--- src/rtl/vga_pkg.sv ---
// vga_pkg: shared 640x480@60 timing, text-tile geometry and RGB332 layout.
package vga_pkg;
  localparam int H_ACTIVE = 640;
  localparam int H_FP = 16;
  localparam int H_SYNC = 96;
  localparam int H_BP = 48;
  localparam int H_TOTAL = H_ACTIVE + H_FP + H_SYNC + H_BP;
  localparam int V_ACTIVE = 480;
  localparam int V_FP = 10;
  localparam int V_SYNC = 2;
  localparam int V_BP = 33;
  localparam int V_TOTAL = V_ACTIVE + V_FP + V_SYNC + V_BP;
  localparam int TILE_COLS = 80;
  localparam int TILE_ROWS = 60;
  localparam int TILE_W = 8;
  localparam int CW = 10;
  typedef struct packed {
    logic [2:0] r;
    logic [2:0] g;
    logic [1:0] b;
  } rgb332_t;
  // trow*80 as two shifts so no multiplier is inferred
  function automatic logic [13:0] tile_addr(input logic [13:0] base, input logic [6:0] trow, input logic [6:0] tcol);
    return base + ({7'd0, trow} << 6) + ({7'd0, trow} << 4) + {7'd0, tcol};
  endfunction
endpackage

--- src/rtl/vga_timing.sv ---
// vga_timing: pixel/line counters with combinational sync and active decode.
module vga_timing
  import vga_pkg::*;
#(
  parameter int H_ACTIVE = vga_pkg::H_ACTIVE,
  parameter int H_FP = vga_pkg::H_FP,
  parameter int H_SYNC = vga_pkg::H_SYNC,
  parameter int H_BP = vga_pkg::H_BP,
  parameter int V_ACTIVE = vga_pkg::V_ACTIVE,
  parameter int V_FP = vga_pkg::V_FP,
  parameter int V_SYNC = vga_pkg::V_SYNC,
  parameter int V_BP = vga_pkg::V_BP
) (
  input  logic          clk,
  input  logic          reset,
  output logic [CW-1:0] hcount,
  output logic [CW-1:0] vcount,
  output logic [CW-1:0] vnext,
  output logic          active,
  output logic          hs,
  output logic          vs
);
  localparam int HT = H_ACTIVE + H_FP + H_SYNC + H_BP;
  localparam int VT = V_ACTIVE + V_FP + V_SYNC + V_BP;
  logic hwrap;
  assign hwrap = hcount == CW'(HT - 1);
  assign vnext = (vcount == CW'(VT - 1)) ? '0 : vcount + 1'b1;
  assign active = hcount < CW'(H_ACTIVE) && vcount < CW'(V_ACTIVE);
  assign hs = !(hcount >= CW'(H_ACTIVE + H_FP) && hcount < CW'(H_ACTIVE + H_FP + H_SYNC));
  assign vs = !(vcount >= CW'(V_ACTIVE + V_FP) && vcount < CW'(V_ACTIVE + V_FP + V_SYNC));
  always_ff @(posedge clk) begin
    if (reset) begin
      hcount <= '0;
      vcount <= '0;
    end else begin
      hcount <= hwrap ? '0 : hcount + 1'b1;
      if (hwrap) vcount <= vnext;
    end
  end
endmodule

--- src/rtl/glyph_fetch.sv ---
// glyph_fetch: text-mode VGA front end fetching tile-map and glyph words one tile ahead of the beam.
module glyph_fetch
  import vga_pkg::*;
#(
  parameter logic [13:0] MAP_BASE = 14'h2400,
  parameter logic [13:0] GLYPH_BASE = 14'h3800,
  parameter int H_ACTIVE = vga_pkg::H_ACTIVE,
  parameter int H_FP = vga_pkg::H_FP,
  parameter int H_SYNC = vga_pkg::H_SYNC,
  parameter int H_BP = vga_pkg::H_BP,
  parameter int V_ACTIVE = vga_pkg::V_ACTIVE,
  parameter int V_FP = vga_pkg::V_FP,
  parameter int V_SYNC = vga_pkg::V_SYNC,
  parameter int V_BP = vga_pkg::V_BP
) (
  input  logic        clk,
  input  logic        reset,
  output logic [13:0] glyphAdd,
  input  logic [15:0] glyphData,
  output logic        hsync,
  output logic        vsync,
  output logic [7:0]  rgb,
  output logic        video_on
);
  localparam int H_T = H_ACTIVE + H_FP + H_SYNC + H_BP;
  localparam int COLS = (H_ACTIVE / TILE_W < TILE_COLS) ? H_ACTIVE / TILE_W : TILE_COLS;
  localparam int ROWS = (V_ACTIVE / TILE_W < TILE_ROWS) ? V_ACTIVE / TILE_W : TILE_ROWS;
  logic [CW-1:0] hcount, vcount, vnext, fline;
  logic active, hs, vs, last_win, fetch_ok;
  logic [6:0] win, tcol, trow;
  logic [2:0] p, prow;
  logic [15:0] map_word;
  logic [7:0] shift, next_bits;
  rgb332_t fg, next_fg;
  vga_timing #(
    .H_ACTIVE(H_ACTIVE), .H_FP(H_FP), .H_SYNC(H_SYNC), .H_BP(H_BP),
    .V_ACTIVE(V_ACTIVE), .V_FP(V_FP), .V_SYNC(V_SYNC), .V_BP(V_BP)
  ) u_timing (
    .clk(clk),
    .reset(reset),
    .hcount(hcount),
    .vcount(vcount),
    .vnext(vnext),
    .active(active),
    .hs(hs),
    .vs(vs)
  );
  // the last 8-pixel window of a line prefetches column 0 of the following line
  assign win = hcount[CW-1:3];
  assign p = hcount[2:0];
  assign last_win = win == 7'(H_T / TILE_W - 1);
  assign fline = last_win ? vnext : vcount;
  assign trow = fline[CW-1:3];
  assign prow = fline[2:0];
  assign tcol = last_win ? '0 : win + 7'd1;
  assign fetch_ok = tcol < 7'(COLS) && trow < 7'(ROWS);
  always_ff @(posedge clk) begin
    if (reset) begin
      glyphAdd <= '0;
      map_word <= '0;
      next_bits <= '0;
      next_fg <= '0;
      shift <= '0;
      fg <= '0;
      hsync <= 1'b1;
      vsync <= 1'b1;
      video_on <= 1'b0;
      rgb <= '0;
    end else begin
      hsync <= hs;
      vsync <= vs;
      video_on <= active;
      rgb <= (active && shift[7]) ? fg : rgb332_t'(8'h00);
      shift <= (p == 3'd7) ? next_bits : {shift[6:0], 1'b0};
      if (p == 3'd7) fg <= next_fg;
      if (p == 3'd0 && fetch_ok) glyphAdd <= tile_addr(MAP_BASE, trow, tcol);
      if (p == 3'd2) map_word <= glyphData;
      if (p == 3'd3 && fetch_ok) glyphAdd <= GLYPH_BASE + {3'b000, map_word[7:0], prow};
      if (p == 3'd5) begin
        next_bits <= fetch_ok ? glyphData[7:0] : 8'h00;
        next_fg <= rgb332_t'(map_word[15:8]);
      end
    end
  end
endmodule

--- config.mk ---
export PLATFORM = sky130hd
export DESIGN_NAME = glyph_fetch
export DESIGN_NICKNAME = d
export VERILOG_FILES = /design/src/rtl/vga_pkg.sv /design/src/rtl/vga_timing.sv /design/src/rtl/glyph_fetch.sv
export SDC_FILE = /design/constraint.sdc
export NUM_CORES = 1
export LEC_CHECK = 0
export BUFFER_PORTS_ARGS = -buffer_cell sky130_fd_sc_hd__buf_2
export CORE_UTILIZATION = 55
export DETAILED_ROUTE_END_ITERATION = 16
export PLACE_DENSITY_LB_ADDON = 0.1
export SLEW_MARGIN = 40
export SYNTH_ARGS = -nofsm -noshare
export SYNTH_HDL_FRONTEND = slang
export SYNTH_HIERARCHICAL = 1
export SYNTH_SLANG_ARGS = --single-unit
--- constraint.sdc ---
create_clock -name clk -period 6.1 [get_ports clk]
set_input_delay 0.61 -clock clk [delete_from_list [all_inputs] [get_ports clk]]
set_output_delay 0.61 -clock clk [all_outputs]
set_load 0.01 [all_outputs]
# [Yosys cells after proc, flatten, opt, wreduce, memory -nomap -nowiden]
# Index checks and enable logic that the tools add are counted.
[word_totals] in_bits=18 ram_bits=0 out_inout_bits=25 romBits=0 register_bits=93 mem_count=0 latch_bits=0 wordCells=62
[op_classes] n_reduce_logical=14 muxes=7 mul=0 addsub=7 div_mod_pow=0 n_lt_le_gt_ge=8 bitwise=2 eq_ne=7 shift=0
[ops] operator="2-to-1 mux 14 bit" count=2
[ops] operator="adder 10 x 1 -> 10 bit (second input constant)" count=2
[ops] operator="equality test 10 bit (second input constant)" count=2
[ops] operator="< comparator 10 bit (second input constant)" count=2
[ops] operator="< comparator 10 x 9 -> 1 bit (second input constant)" count=2
[ops] operator="2-to-1 mux 10 bit" count=2
[ops] operator="2-to-1 mux 8 bit" count=2
[ops] operator="adder 14 x 11 -> 14 bit" count=1
[ops] operator="adder 14 x 13 -> 14 bit (first input constant)" count=1
[ops] operator="adder 14 x 7 -> 14 bit" count=1
[ops] operator="adder 12 x 12 -> 13 bit (first input constant)" count=1
[ops] operator="greater-or-equal comparator 10 bit (second input constant)" count=1
[ops] operator="greater-or-equal comparator 10 x 9 -> 1 bit (second input constant)" count=1
[ops] operator="adder 7 x 1 -> 7 bit (second input constant)" count=1
[ops] operator="equality test 7 bit (second input constant)" count=1
[ops] operator="logical AND 1 bit" count=7
[ops] operator="< comparator 7 x 6 -> 1 bit (second input constant)" count=1
[ops] operator="< comparator 7 bit (second input constant)" count=1
[ops] operator="2-to-1 mux 7 bit" count=1
[ops] operator="equality test 3 x 2 -> 1 bit (second input constant)" count=2
[ops] operator="equality test 3 bit (second input constant)" count=2
[ops] operator="OR reduction 2 bit" count=3
[ops] operator="logical NOT 3 bit" count=1
[ops] operator="logical NOT 1 bit" count=2
[ops] operator="2 further kinds" count=3

# [Longest topological paths before layout]
[logic_depth] ltp_word=8 depth_mapped=17 mapped_depth_nobuf=17

# [Hierarchy]
# Netlist, hierarchy kept.
[by_module_without_submodules] module="glyph_fetch" seq_area_each_um2=1461.4 instances=1 area_each_um2=3367.0 cells_each=387
[by_module_without_submodules] module="vga_timing" seq_area_each_um2=400.4 instances=1 area_each_um2=1121.1 cells_each=137

# [Least setup slack after synthesis]
# OpenSTA, ideal clock, no wires.
[synth_path] kind="reg2reg" startpoint="reg u_timing.hcount[5]" endpoint="reg glyphAdd[11]" path_stages_with_launch=15 setup_ps=88 n_path_buf=1 slack_ps=2483 t_required_ps=6012 period_less_slack_ps=3617 t_arrival_ps=3529 path_cell_list="dfxtp_1 or4b_4 nor2_4 buf_1 mux2_2 ha_1 ha_1 inv_1 fa_1 nor2b_1 o211ai_1 a21oi_1 nor2_1 xor2_1 a311oi_2"
[synth_between] elab_chain_cells=7 word_cells_on_any_way=16 classes_between="add/sub: 5; order compare: 2; eq/ne: 1; mux: 4; reduce/logical: 4"
[synth_rtl] element="from (decl)" line_no="vga_timing.sv:16" text="output logic [CW-1:0] hcount,"
[synth_rtl] element="from (signal assigned)" line_no="vga_timing.sv:36" text="hcount <= hwrap ? '0 : hcount + 1'b1;"
[synth_rtl] element="equality test 7 bit" line_no="glyph_fetch.sv:51" text="assign last_win = win == 7'(H_T / TILE_W - 1);"
[synth_rtl] element="2-to-1 mux 10 bit" line_no="glyph_fetch.sv:52" text="assign fline = last_win ? vnext : vcount;"
[synth_rtl] element="adder 14 x 13 -> 14 bit" line_no="vga_pkg.sv:24" text="return base + ({7'd0, trow} << 6) + ({7'd0, trow} << 4) + {7'd0, tcol};"
[synth_rtl] element="adder 14 x 11 -> 14 bit" line_no="vga_pkg.sv:24"
[synth_rtl] element="adder 14 x 7 -> 14 bit" line_no="vga_pkg.sv:24"
[synth_rtl] element="2-to-1 mux 14 bit" line_no="glyph_fetch.sv:76" text="if (p == 3'd0 && fetch_ok) glyphAdd <= tile_addr(MAP_BASE, trow, tcol);"
[synth_rtl] element="2-to-1 mux 14 bit" line_no="glyph_fetch.sv:78" text="if (p == 3'd3 && fetch_ok) glyphAdd <= GLYPH_BASE + {3'b000, map_word[7:0], prow};"
[synth_rtl] element="to (signal assigned)" line_no="glyph_fetch.sv:76"
[synth_rtl] element="to (signal assigned)" line_no="glyph_fetch.sv:78"
[synth_rtl] element="to (decl)" line_no="glyph_fetch.sv:18" text="output logic [13:0] glyphAdd,"
# Parallel ways exist; a longest one is shown, timed or not. The select of a mux whose other input is x is not followed.
# A chain may end at the register's enable or synchronous reset.

# [Final worst setup path]
[layout_path] startpoint="reg u_timing.hcount[5]" endpoint="reg glyphAdd[12]"
# The elaborated chain is that of the path after synthesis.

==> results.py <==
metrics = {
    "status": {
        "outcome": "completed",
    },
    "synth": {
        "netlist_area_sq_um": 4490,
        "yosys_warnings": 6,
        "synth_compound_area_share_pct": 15.8,
        "synth.area.mux_share_pct": 4.63,
        "syn-num-nets": 561,
        "synth_xor_area_share_pct": 4.49,
        "synthArstFlopShare_pct": 0,
        "synth-simple-area-share_pct": 23.2,
        "synth_top_family_by_area": "simple AND/OR/NAND/NOR gates",
        "seq_area_frac_synth_pct": 41.5,
        "synth_fa_ha_area_share_pct": 5.46,
        "synth-edff-count": 0,
        "syn_inst": 524,
        "ys_types": 64,
        "synth_flop_cell": "dfxtp_1",
        "syn_area_per_cell_sq_um": 8.56,
        "yosys_register_bits": 93,
    },
    "floorplanning": {
        "die_y_um": 92.3,
        "start_util_pct": 57.5,
        "die_x_um": 92.3,
        "ioPinCount": 43,
        "core-area_sq_um": 7810,
        "row_count": 32,
        "die_area_sq_um": 8530,
    },
    "setup_path": {
        "cpPeakStageDelay_ns": 0.62,
        "required_ns": 6.33,
        "cp-start-kind": "flip-flop",
        "critPathKind": "reg -> reg",
        "crit_fanout": 13,
        "cp.arrival_ns": 4.01,
        "end_kind": "flip-flop",
        "critPathSlowestCell": "or4b_4",
        "path_cells": "or4b_4 > nor2_4 > mux2i_1 > xor2_1 > ha_1 > o21bai_1 > ha_1 > a21oi_1 > a21boi_0 > o21ai_0 > a21oi_1 > o21ai_0 > a311oi_2",
        "path_delay_family": "compound AO/OA/AOI/OAI gates",
        "crit_buf_inv": 0,
    },
    "global_route": {
        "grt_max_degree": 75,
        "antenna_found_initial": 0,
        "grt_pass1_vias": 3484,
        "grt_pass1_wl_um": 16900,
        "track_usage_pct": 25.3,
        "grt.overflow.total": 0,
    },
    "routing": {
        "wl_per_cell_um": 15.1,
        "wl_um": 9930,
        "drt-vias-per-instance": 5.66,
        "num_vias": 3729,
        "dr.pass1.iters": 4,
        "antenna_left": 0,
        "post-route-drc-count": 0,
        "drt_iter0_markers": 172,
    },
    "pwr": {
        "p_sw_mw": 0.322,
        "p_int_mw": 0.822,
        "leakage_nw": 1.97,
        "vdd_drop_max_mv": 0.146,
        "finalPower_mw": 1.14,
        "seqPwrFrac_pct": 56.0,
        "pwr-share-clk_pct": 35.7,
        "p_per_area_nw_per_um2": 234,
        "pwr-share-comb_pct": 8.4,
        "power.share.switching_pct": 28.2,
    },
    "sta": {
        "hold_viol": 0,
        "fmax_mhz": 264,
        "whs_ns": 0.448,
        "max_slew.worst_pin.slew_ns": 0.822,
        "rsz0062_at_grt": "no",
        "fin_crit_ns": 3.78,
        "finalMaxSlewViolations": 0,
        "relSlewSlack_pct": 44.8,
        "period_share_pct": 62.0,
        "fin_skew_ns": 0.0160,
        "fin_tns_setup_ns": 0,
        "finalSetupViolCount": 0,
    },
    "final_layout": {
        "drive_above_1_share_pct": 16.0,
        "syn_to_final_growth_pct": 9.20,
        "finish.net_count": 589,
        "mostFrequentLayoutCells": "nand2_1 (101), dfxtp_1 (93), a21oi_1 (46)",
        "mostFrequentLayoutCell": "nand2_1",
        "fillers": 738,
        "diodes": 0,
    },
    "clock_network": {
        "clkSinkCount": 93,
        "cts-buffers-inserted": 9,
        "htree_num_levels": 3,
        "cts_setup_buffers": 0,
        "cts_tree": "done",
        "clockBufferDepth": 2,
        "clock_latency_ns": 0.38,
        "cts_hold_buf": 0,
        "cts_resized": 0,
        "clk_pin_slew_ns": 0.10,
        "clockRootBuffer": "clkbuf_8",
    },
    "run": {
        "cap_violations": 0,
    },
    "placement": {
        "place.gp.congestion": 0.865,
        "io_buffer_count": 42,
        "hpwl_um": 6870,
    },
    "hold_path": {
        "hold_class": "reg -> reg",
    },
}
## worst register-to-register path, stage by stage (launching register included)
cell and delay (ns):
dfxtp_1 0.46, or4b_4 0.62, nor2_4 0.35, mux2i_1 0.39, xor2_1 0.12, ha_1 0.19
o21bai_1 0.16, ha_1 0.34, a21oi_1 0.19, a21boi_0 0.11, o21ai_0 0.23, a21oi_1 0.13
o21ai_0 0.21, a311oi_2 0.12
## worst paths after layout
check,start,endpoint,slack (ns),depth (start not counted)
worst min-delay path,shift[3],shift[4],0.45,2
worst max register to register,u_timing/hcount[5],glyphAdd[12],2.32,13
worst max-delay path,u_timing/hcount[5],glyphAdd[12],2.32,13
worst min register to register,shift[3],shift[4],0.45,2
## cells in the mapped netlist (2+ instances only)
library cell | instances | area [sq um]
nor2b_1 | 4 | 25.0
nand4_1 | 5 | 31.3
buf_6 | 3 | 33.8
a311oi_2 | 2 | 30.0
or3_1 | 2 | 12.5
nand2_1 | 101 | 379
a22o_1 | 3 | 26.3
nand3_1 | 16 | 80.1
and3_1 | 12 | 75.1
a22oi_1 | 8 | 60.1
o211ai_1 | 4 | 30.0
a211oi_1 | 5 | 37.5
a31oi_1 | 6 | 37.5
dfxtp_1 | 93 | 1860
nor3b_1 | 3 | 22.5
ha_1 | 18 | 225
o31a_1 | 2 | 17.5
inv_1 | 17 | 63.8
or2_2 | 6 | 37.5
buf_1 | 2 | 7.51
mux2_2 | 3 | 33.8
xnor2_1 | 9 | 78.8
nor2_1 | 43 | 161
o21ai_1 | 2 | 10.0
clkbuf_1 | 20 | 75.1
nand3b_1 | 4 | 30.0
a2bb2oi_1 | 3 | 26.3
mux2i_1 | 16 | 160
o21ai_0 | 10 | 50.1
xor2_1 | 14 | 123
nor3_1 | 5 | 25.0
nand2b_1 | 5 | 31.3
a41oi_1 | 2 | 17.5
a21oi_1 | 46 | 230
## stage by stage
stage                     cell area, sq um  instances  utilization, %  setup WS (ns)
after floorplan                       4490        524               -           2.48
final                                 4900        659            62.8           2.32
after CTS                             4900        659            62.8           2.32
after global placement                4690        643            60.1           2.51
after detailed placement              4710        643            60.3           2.37
after global routing                  4900        659            62.8           1.94
## metal layers
layer	vias to the layer above	global-route usage [%]	wire length [um]
met5	-	0	0
met4	0	7.29	108
met3	9	5.25	499
met2	102	39.3	4460
met1	1753	35.6	4850
li1	1865	-	-
## registers in the layout, summed over array words and instances, names as in the netlist
| name | flops |
|---|---|
| map_word | 16 |
| glyphAdd | 14 |
| u_timing/hcount | 10 |
| u_timing/vcount | 10 |
| fg | 8 |
| next_bits | 8 |
| next_fg | 8 |
| rgb | 8 |
| shift | 8 |
| hsync | 1 |
| video_on | 1 |
| vsync | 1 |
## cell type report
cell class	instances	area, sq um	area share [%]
clock buffer	9	124	2.53
tap	102	128	2.60
clock inverter	7	67.6	1.38
multi-input combinational	387	2430	49.6
sequential	93	1860	38.0
inverter	17	63.8	1.30
timing repair buffer	44	225	4.60
## kinds of logic (layout without fill, tap and decap cells)
logic type               Yosys count  after routing
AND/OR/NAND/NOR                  220            220
AO/OA/AOI/OAI                    105            105
flip-flops                        93             93
buffers and inverters             44             77
XOR/XNOR                          23             23
multiplexers                      20             20
adder cells (fa/ha/maj)           19             19
## power groups by stage
stage,sequential [mW],combinational (mW),clock [mW]
2_1_floorplan,0.655,0.0689,0
3_3_place_gp,0.653,0.0946,0
3_5_place_dp,0.654,0.0965,0
4_1_cts,0.640,0.0966,0.411
5_1_grt,0.644,0.106,0.441
6_report,0.640,0.0957,0.408
No activity file was read; power rests on OpenSTA's default activity.
